### config.mk
export PLATFORM = sky130hd
export DESIGN_NAME = alu_cmd_sequencer
export DESIGN_NICKNAME = d
export VERILOG_FILES = /design/src/rtl/alu_cmd_sequencer.sv
export SDC_FILE = /design/constraint.sdc
export NUM_CORES = 1
export LEC_CHECK = 0
export CAP_MARGIN = 20
export CELL_PAD_IN_SITES_DETAIL_PLACEMENT = 0
export CELL_PAD_IN_SITES_GLOBAL_PLACEMENT = 1
export CORE_MARGIN = 2
export CORE_UTILIZATION = 45
export CTS_BUF_LIST = sky130_fd_sc_hd__clkbuf_2 sky130_fd_sc_hd__clkbuf_4 sky130_fd_sc_hd__clkbuf_8
export DETAILED_ROUTE_END_ITERATION = 16
export PLACE_DENSITY = 0.95
export SLEW_MARGIN = 40
export SYNTH_ARGS = -nofsm -noshare
export SYNTH_HDL_FRONTEND = slang
export SYNTH_SLANG_ARGS = --single-unit
### constraint.sdc
create_clock -name clk -period 6.6 [get_ports clk]
set_clock_uncertainty 0.1 [all_clocks]
set_input_delay 1.98 -clock clk [delete_from_list [all_inputs] [get_ports clk]]
set_output_delay 1.98 -clock clk [all_outputs]
set_load 0.02 [all_outputs]
### src/rtl/alu_cmd_sequencer.sv
// Command sequencer for the 32-bit ALU: issues each accepted command for one clock,
// parks the ALU on the feedback opcode otherwise, and queues results in a response FIFO.
module alu_cmd_sequencer #(
    parameter int         W      = 32,
    parameter int         DEPTH  = 4,
    parameter logic [3:0] NOP_OP = 4'b1110
) (
    input  logic         clk,
    input  logic         rst_n,
    input  logic         cmd_valid,
    output logic         cmd_ready,
    input  logic [3:0]   cmd_op,
    input  logic [W-1:0] cmd_a,
    input  logic [W-1:0] cmd_b,
    output logic [W-1:0] alu_p,
    output logic [W-1:0] alu_q,
    output logic [3:0]   alu_op,
    input  logic [W-1:0] alu_result,
    input  logic [1:0]   alu_err,
    output logic         rsp_valid,
    input  logic         rsp_ready,
    output logic [W-1:0] rsp_data,
    output logic [1:0]   rsp_err,
    output logic [3:0]   rsp_op,
    output logic [7:0]   err_count
);

    localparam int            AW     = $clog2(DEPTH);
    localparam logic [AW:0]   FULL_C = (AW + 1)'(DEPTH);

    typedef enum logic {
        ST_IDLE = 1'b0,
        ST_EXEC = 1'b1
    } state_t;

    state_t         state_q;
    logic [3:0]     alu_op_q;
    logic [W-1:0]   alu_p_q;
    logic [W-1:0]   alu_q_q;
    logic [7:0]     err_count_q;

    logic [W-1:0]   mem_data_q [DEPTH];
    logic [1:0]     mem_err_q  [DEPTH];
    logic [3:0]     mem_op_q   [DEPTH];
    logic [AW-1:0]  wr_ptr_q;
    logic [AW-1:0]  rd_ptr_q;
    logic [AW:0]    count_q;
    logic [AW:0]    count_d;

    logic           push_s;
    logic           pop_s;

    assign cmd_ready = rst_n && (state_q == ST_IDLE) && (count_q < FULL_C);
    assign push_s    = (state_q == ST_EXEC);
    assign pop_s     = (count_q != {(AW + 1){1'b0}}) && rsp_ready;

    // Sequencer FSM: latch an accepted command onto the ALU ports for exactly one cycle
    always_ff @(posedge clk) begin
        if (!rst_n) begin
            state_q     <= ST_IDLE;
            alu_op_q    <= NOP_OP;
            alu_p_q     <= {W{1'b0}};
            alu_q_q     <= {W{1'b0}};
            err_count_q <= 8'h00;
        end else begin
            case (state_q)
                ST_IDLE: begin
                    if (cmd_valid && cmd_ready) begin
                        state_q  <= ST_EXEC;
                        alu_op_q <= cmd_op;
                        alu_p_q  <= cmd_a;
                        alu_q_q  <= cmd_b;
                    end else begin
                        state_q  <= ST_IDLE;
                        alu_op_q <= NOP_OP;
                    end
                end
                ST_EXEC: begin
                    // Operands are left in place so the ALU inputs do not toggle while parked
                    state_q  <= ST_IDLE;
                    alu_op_q <= NOP_OP;
                    if ((alu_err != 2'b00) && (err_count_q != 8'hFF)) begin
                        err_count_q <= err_count_q + 8'd1;
                    end else begin
                        err_count_q <= err_count_q;
                    end
                end
                default: begin
                    state_q  <= ST_IDLE;
                    alu_op_q <= NOP_OP;
                end
            endcase
        end
    end

    // FIFO occupancy next-state
    always_comb begin
        count_d = count_q;
        case ({push_s, pop_s})
            2'b10:   count_d = count_q + (AW + 1)'(1);
            2'b01:   count_d = count_q - (AW + 1)'(1);
            default: count_d = count_q;
        endcase
    end

    // Response FIFO storage and pointers; space for the push was reserved at accept time
    always_ff @(posedge clk) begin
        if (!rst_n) begin
            wr_ptr_q <= {AW{1'b0}};
            rd_ptr_q <= {AW{1'b0}};
            count_q  <= {(AW + 1){1'b0}};
            for (int i = 0; i < DEPTH; i++) begin
                mem_data_q[i] <= {W{1'b0}};
                mem_err_q[i]  <= 2'b00;
                mem_op_q[i]   <= 4'b0000;
            end
        end else begin
            if (push_s) begin
                mem_data_q[wr_ptr_q] <= alu_result;
                mem_err_q[wr_ptr_q]  <= alu_err;
                mem_op_q[wr_ptr_q]   <= alu_op_q;
                wr_ptr_q             <= wr_ptr_q + AW'(1);
            end else begin
                wr_ptr_q <= wr_ptr_q;
            end
            if (pop_s) begin
                rd_ptr_q <= rd_ptr_q + AW'(1);
            end else begin
                rd_ptr_q <= rd_ptr_q;
            end
            count_q <= count_d;
        end
    end

    assign alu_op    = alu_op_q;
    assign alu_p     = alu_p_q;
    assign alu_q     = alu_q_q;
    assign rsp_valid = (count_q != {(AW + 1){1'b0}});
    assign rsp_data  = mem_data_q[rd_ptr_q];
    assign rsp_err   = mem_err_q[rd_ptr_q];
    assign rsp_op    = mem_op_q[rd_ptr_q];
    assign err_count = err_count_q;

endmodule
==> impl_metrics.json, run 1 <==
{
  "critPathCaptureType": "output pin",
  "antenna_found_initial": 1,
  "die_x_um": 151,
  "finalWirelength_mm": 23.3,
  "ir_worst_vdd_mv": 0.184,
  "clock-root-buffer": "clkbuf_8",
  "synth-edff-count": 152,
  "placed_cell_area_um2": 12200,
  "hold_ws_ns": 0.351,
  "slew_violations": 0,
  "setup_viol": 0,
  "diodes": 0,
  "via_per_inst": 5.12,
  "hold_depth": 2,
  "rr_worst_depth": 4,
  "drv_cap": 0,
  "arrival_ns": 2.97,
  "final_core_util": 0.615,
  "required_ns": 4.52,
  "cts_resized": 0,
  "clock-sinks": 238,
  "leakage_nw": 4.73,
  "max_freq_ghz": 0.198,
  "critPathMaxFanout": 2,
  "min_period_over_period": 0.766,
  "drc": 0,
  "first_global_vias": 6789,
  "syn2layout_area_growth_pct": 33.3,
  "combPwrFrac": 0.202,
  "yosys.area.top_type": "edfxtp_1",
  "power.internal_mw": 2.90,
  "routedWlPerCell_um": 18.2,
  "ys_ff_latch": 238,
  "hold_buffers": 0,
  "switching_power_mw": 1.05,
  "drt_iter0_markers": 325,
  "grt_pass1_wl_mm": 36.0,
  "layout.area.seq_um2": 6300,
  "power_density_nw_per_um2": 303,
  "syn-cell-area_um2": 9760,
  "cp.depth": 4,
  "pwr-share-clk": 0.344,
  "finalInstanceArea_um2": 13000,
  "cts_buffers": 40,
  "startpoint_type": "primary input",
  "cts_buffer_depth": 3,
  "drive_above_1_share": 0.127,
  "synth_flop_cell": "edfxtp_1",
  "vias": 6548,
  "dieArea_um2": 22900,
  "syn-num-nets": 863,
  "clock_latency_ns": 0.53,
  "port-buffer-count": 221,
  "path_cells": "buf_2 -> inv_2 -> nor3_1 -> clkdlybuf4s50_1",
  "synth_cell_types": 45,
  "rsz0062_at_grt": "false",
  "cpPeakStageDelay_ns": 0.70,
  "ys_seq_area_frac": 0.644,
  "overflow": 0,
  "drtPass1Iterations": 6,
  "slew_headroom": 0.565,
  "synth_top_area_share": 0.468,
  "postCtsSetupBuffers": 0,
  "core_area_um2": 21200,
  "initial_core_util": 0.461,
  "die_h_um": 151,
  "row_count": 53,
  "synth_area_leaders": "edfxtp_1, dfxtp_1, mux4_2",
  "power.share.switching": 0.266,
  "crit_buf_inv": 3,
  "yosys_warnings": 0,
  "multiInputGateArea_um2": 3190,
  "yosysMostFrequentCell": "edfxtp_1",
  "min_period_ns": 5.05,
  "n_fill_cell": 1659,
  "final-hold-violation-count": 0,
  "grt_max_degree": 80,
  "postSynthCellCount": 754,
  "status": "finished clean",
  "setup_tns_ns": 0,
  "hp-class": "register to register",
  "synth_area_per_cell_um2": 12.9,
  "h-tree-depth": 2,
  "gp_congestion": 0.754,
  "cpLargestDelayFamily": "buffers and inverters",
  "fin_nets": 1084,
  "seq_power_share": 0.454,
  "ant_nets": 0,
  "synth_common_cells": "edfxtp_1, nand2_1, and2_1, dfxtp_1, a21oi_1",
  "io_pins": 222,
  "async_flop_share": 0,
  "clkSlewWorstSetupHoldPaths_ns": 0.06,
  "cp_slowest_cell": "clkdlybuf4s50_1",
  "cts_tree": "done",
  "tightest_slew_ns": 0.653,
  "dpl.hpwl_mm": 14.5,
  "grt_usage": 0.205,
  "worst-setup-path-type": "primary input to output pin"
}
[metal layers]
| layer | vias up | global-route usage | wire length [um] |
|---|---|---|---|
| li1 | 3122 | - | - |
| met1 | 3136 | 0.244 | 9160 |
| met2 | 253 | 0.343 | 11400 |
| met3 | 35 | 0.0846 | 2390 |
| met4 | 2 | 0.0593 | 423 |
| met5 | - | 0 | 13 |
[path summary, 6_finish.rpt]
check | slack (ns) | startpoint | endpoint
setup / recovery | 1.55 | rst_n | cmd_ready
hold / removal | 0.35 | alu_p[11] | alu_p[11]
setup reg to reg | 3.91 | push_s | mem_data_q[0][19]
hold reg to reg | 0.35 | alu_p[11] | alu_p[11]
[logic make-up after synthesis]
logic type,share of synthesized area
compound gates,0.0508
xor+xnor,0.00538
buf+inv,0.0359
flops,0.644
mux,0.0897
simple gates,0.170
fa+ha+maj,0.00461
[power by group through the flow]
stage	clock network [mW]	logic [mW]	registers (mW)
finish	1.36	0.798	1.79
global route	1.46	0.856	1.81
CTS	1.39	0.810	1.80
detailed placement	0	0.806	1.83
global placement	0	0.795	1.82
floorplan	0	0.482	1.79
[through the flow]
step	instances	total power [mW]	setup slack, ns
3_3_place_gp	1207	2.62	1.22
2_1_floorplan	754	2.27	1.85
5_1_grt	1280	4.12	1.51
4_1_cts	1280	4.00	1.54
6_report	1280	3.95	1.55
3_5_place_dp	1208	2.63	1.54
[final cells by class]
| class | count | share of cell area |
|---|---|---|
| Timing Repair Buffer | 231 | 0.177 |
| Clock buffer | 59 | 0.0561 |
| Sequential cell | 238 | 0.484 |
| Multi-Input combinational cell | 453 | 0.245 |
| Inverter | 11 | 0.00336 |
| Clock inverter | 13 | 0.00836 |
| Tap cell | 275 | 0.0264 |
[layout by cell type (no fill, tap or decap), drive strengths merged, types with 4 or more instances in the layout]
cell type / instances
a21oi: 66
nand2b: 5
inv: 12
clkbuf: 59
mux4: 38
edfxtp: 152
and2: 115
nand2: 137
xor2: 4
and3: 38
o21ai: 7
nor2: 8
clkdlybuf4s50: 220
dfxtp: 86
clkinv: 10
buf: 11
[worst register-to-register path, stage by stage (launching register included)]
cell      delay, ns
dfxtp_4        0.68
inv_1          0.18
nor4_4         0.27
buf_4          0.43
nand2b_4       0.65
[sequential cells by signal (all words and copies together) (netlist names), 3 cells and up, named ones only]
| signal | flops |
|---|---|
| mem_data_q | 128 |
| alu_p | 32 |
| alu_q | 32 |
| mem_op_q | 16 |
| err_count | 8 |
| mem_err_q | 8 |
| alu_op | 4 |
| count_q | 3 |
(Power assumes the default switching activity.)
==> run 2, diff against run 1 <==
Settings changed: CORE_UTILIZATION 45 to 38, PLACE_DENSITY 0.95 to 0.87.
Clock period 6.6 ns to 4.6 ns, I/O delays scaled along.
==> run 2 against run 1 <==
Final area rose by 0.79%. Clock-buffer cell count rose by 12. Highest routed layer is now met4. Power rose by 44%. Global-route usage fell by 2.5 points. Clock power rose by 43%. Register-to-register slack got worse by 1.9 ns. First-iteration DRC count rose by 35%. Critical path type is now register to output pin. Hold slack got worse by 0.0018 ns. Largest cell class unchanged. Final cell count rose by 4.8%. Wire length rose by 1.7%.
==> impl_metrics.json, run 2 (synthesis gave the netlist of run 1 again) <==
{
  "status": "finished clean",
  "slew_violations": 0,
  "min_period_over_period": 0.889,
  "grt_pass1_wl_mm": 37.3,
  "cpPeakStageDelay_ns": 0.80,
  "clock-sinks": 238,
  "cts_buffer_depth": 3,
  "drv_cap": 0,
  "cpLargestDelayFamily": "buffers and inverters",
  "final-hold-violation-count": 0,
  "clkSlewWorstSetupHoldPaths_ns": 0.06,
  "largest_register_ffs": 128,
  "power_density_nw_per_um2": 432,
  "die_x_um": 164,
  "cp.depth": 3,
  "drtPass1Iterations": 5,
  "die_h_um": 164,
  "syn2layout_area_growth_pct": 34.4,
  "final_core_util": 0.521,
  "routedWlPerCell_um": 17.7,
  "vias": 6553,
  "cts_resized": 0,
  "multiInputGateArea_um2": 3180,
  "core_area_um2": 25200,
  "slew_headroom": 0.489,
  "layout_common_cells": "clkdlybuf4s50_1, edfxtp_1, nand2_1, and2_1, dfxtp_1",
  "placed_cell_area_um2": 12300,
  "cts_tree": "done",
  "max_freq_ghz": 0.245,
  "gp_congestion": 0.729,
  "cp_slowest_cell": "dfxtp_2",
  "hold_depth": 2,
  "r2r_end": "mem_data_q[0][17]",
  "regMostFlops": "mem_data_q",
  "tightest_slew_ns": 0.767,
  "r2r_slack_ns": 2.02,
  "arrival_ns": 2.61,
  "overflow": 0,
  "hold_end": "alu_q[24]",
  "pre_cts_ws_ns": 0.717,
  "layout.cells.non_filler": 1342,
  "h-tree-depth": 2,
  "critPathMaxFanout": 24,
  "leakage_nw": 4.77,
  "layout_setup_ws_ns": 0.513,
  "layout.area.seq_um2": 6290,
  "io_pins": 222,
  "rsz0062_at_grt": "false",
  "hold_buffers": 0,
  "initial_core_util": 0.388,
  "dieArea_um2": 27000,
  "port-buffer-count": 221,
  "finalWirelength_mm": 23.7,
  "r2r_start": "push_s",
  "power_mw": 5.67,
  "drc": 0,
  "postCtsSetupBuffers": 0,
  "n_fill_cell": 2157,
  "hp-class": "register to register",
  "required_ns": 3.12,
  "antenna_found_initial": 0,
  "grt_max_degree": 80,
  "row_count": 58,
  "worst-setup-path-type": "register to output pin",
  "finalInstanceArea_um2": 13100,
  "ant_nets": 0,
  "diodes": 0,
  "startpoint_type": "register",
  "setup_viol": 0,
  "setup_tns_ns": 0,
  "hold_ws_ns": 0.349,
  "first_global_vias": 6919,
  "crit_buf_inv": 2,
  "min_from": "alu_q[24]",
  "final_common_cell": "clkdlybuf4s50_1",
  "grt_usage": 0.180,
  "ir_worst_vdd_mv": 0.276,
  "clock-root-buffer": "clkbuf_8",
  "via_per_inst": 4.88,
  "clock_latency_ns": 0.53,
  "dp.cells": 1268,
  "path_cells": "buf_4 -> mux4_2 -> clkdlybuf4s50_1",
  "rr_worst_depth": 5,
  "fin_nets": 1090,
  "drt_iter0_markers": 439,
  "cts_buffers": 41,
  "drive_above_1_share": 0.140,
  "critPathCaptureType": "output pin",
  "min_period_ns": 4.09,
  "dpl.hpwl_mm": 14.4
}
==> run 2: routing by layer <==
metal	GRT usage	vias to the layer above	wire length, um
met4	0.0474	0	389
met1	0.216	3125	9360
met5	0	-	0
met2	0.302	262	11500
met3	0.0694	35	2530
li1	-	3131	-
==> run 2: cell type report <==
cell class,count,share of cell area
flip-flops and latches,238,0.479
clock inverters,3,0.00124
inverters,11,0.00315
clock buffers,71,0.0630
repair buffers,236,0.179
well taps,330,0.0315
multi-input cells,453,0.243
==> run 2: power breakdown <==
part           leakage (nW)  internal [mW]  switching [mW]  total (mW)
Combinational          2.03          0.622           0.611        1.23
Sequential             2.28           2.42          0.0761        2.50
Clock                 0.454           1.12           0.817        1.94
==> run 2: worst max-delay path by stage <==
stage | end | slack, ns
after global placement | cmd_ready | 0.71
after detailed placement | cmd_ready | 0.72
after CTS | rsp_data[12] | 0.45
after global routing | rsp_data[5] | 0.39
final | rsp_data[12] | 0.51
after floorplan | mem_data_q[2][0] | 0.72
==> run 2: worst register-to-register path, cell delays in order (launching register included) <==
cell and delay, ns:
dfxtp_2 0.32, buf_4 0.42, inv_1 0.18, nor4_4 0.28, nand2b_2 0.66, buf_4 0.32
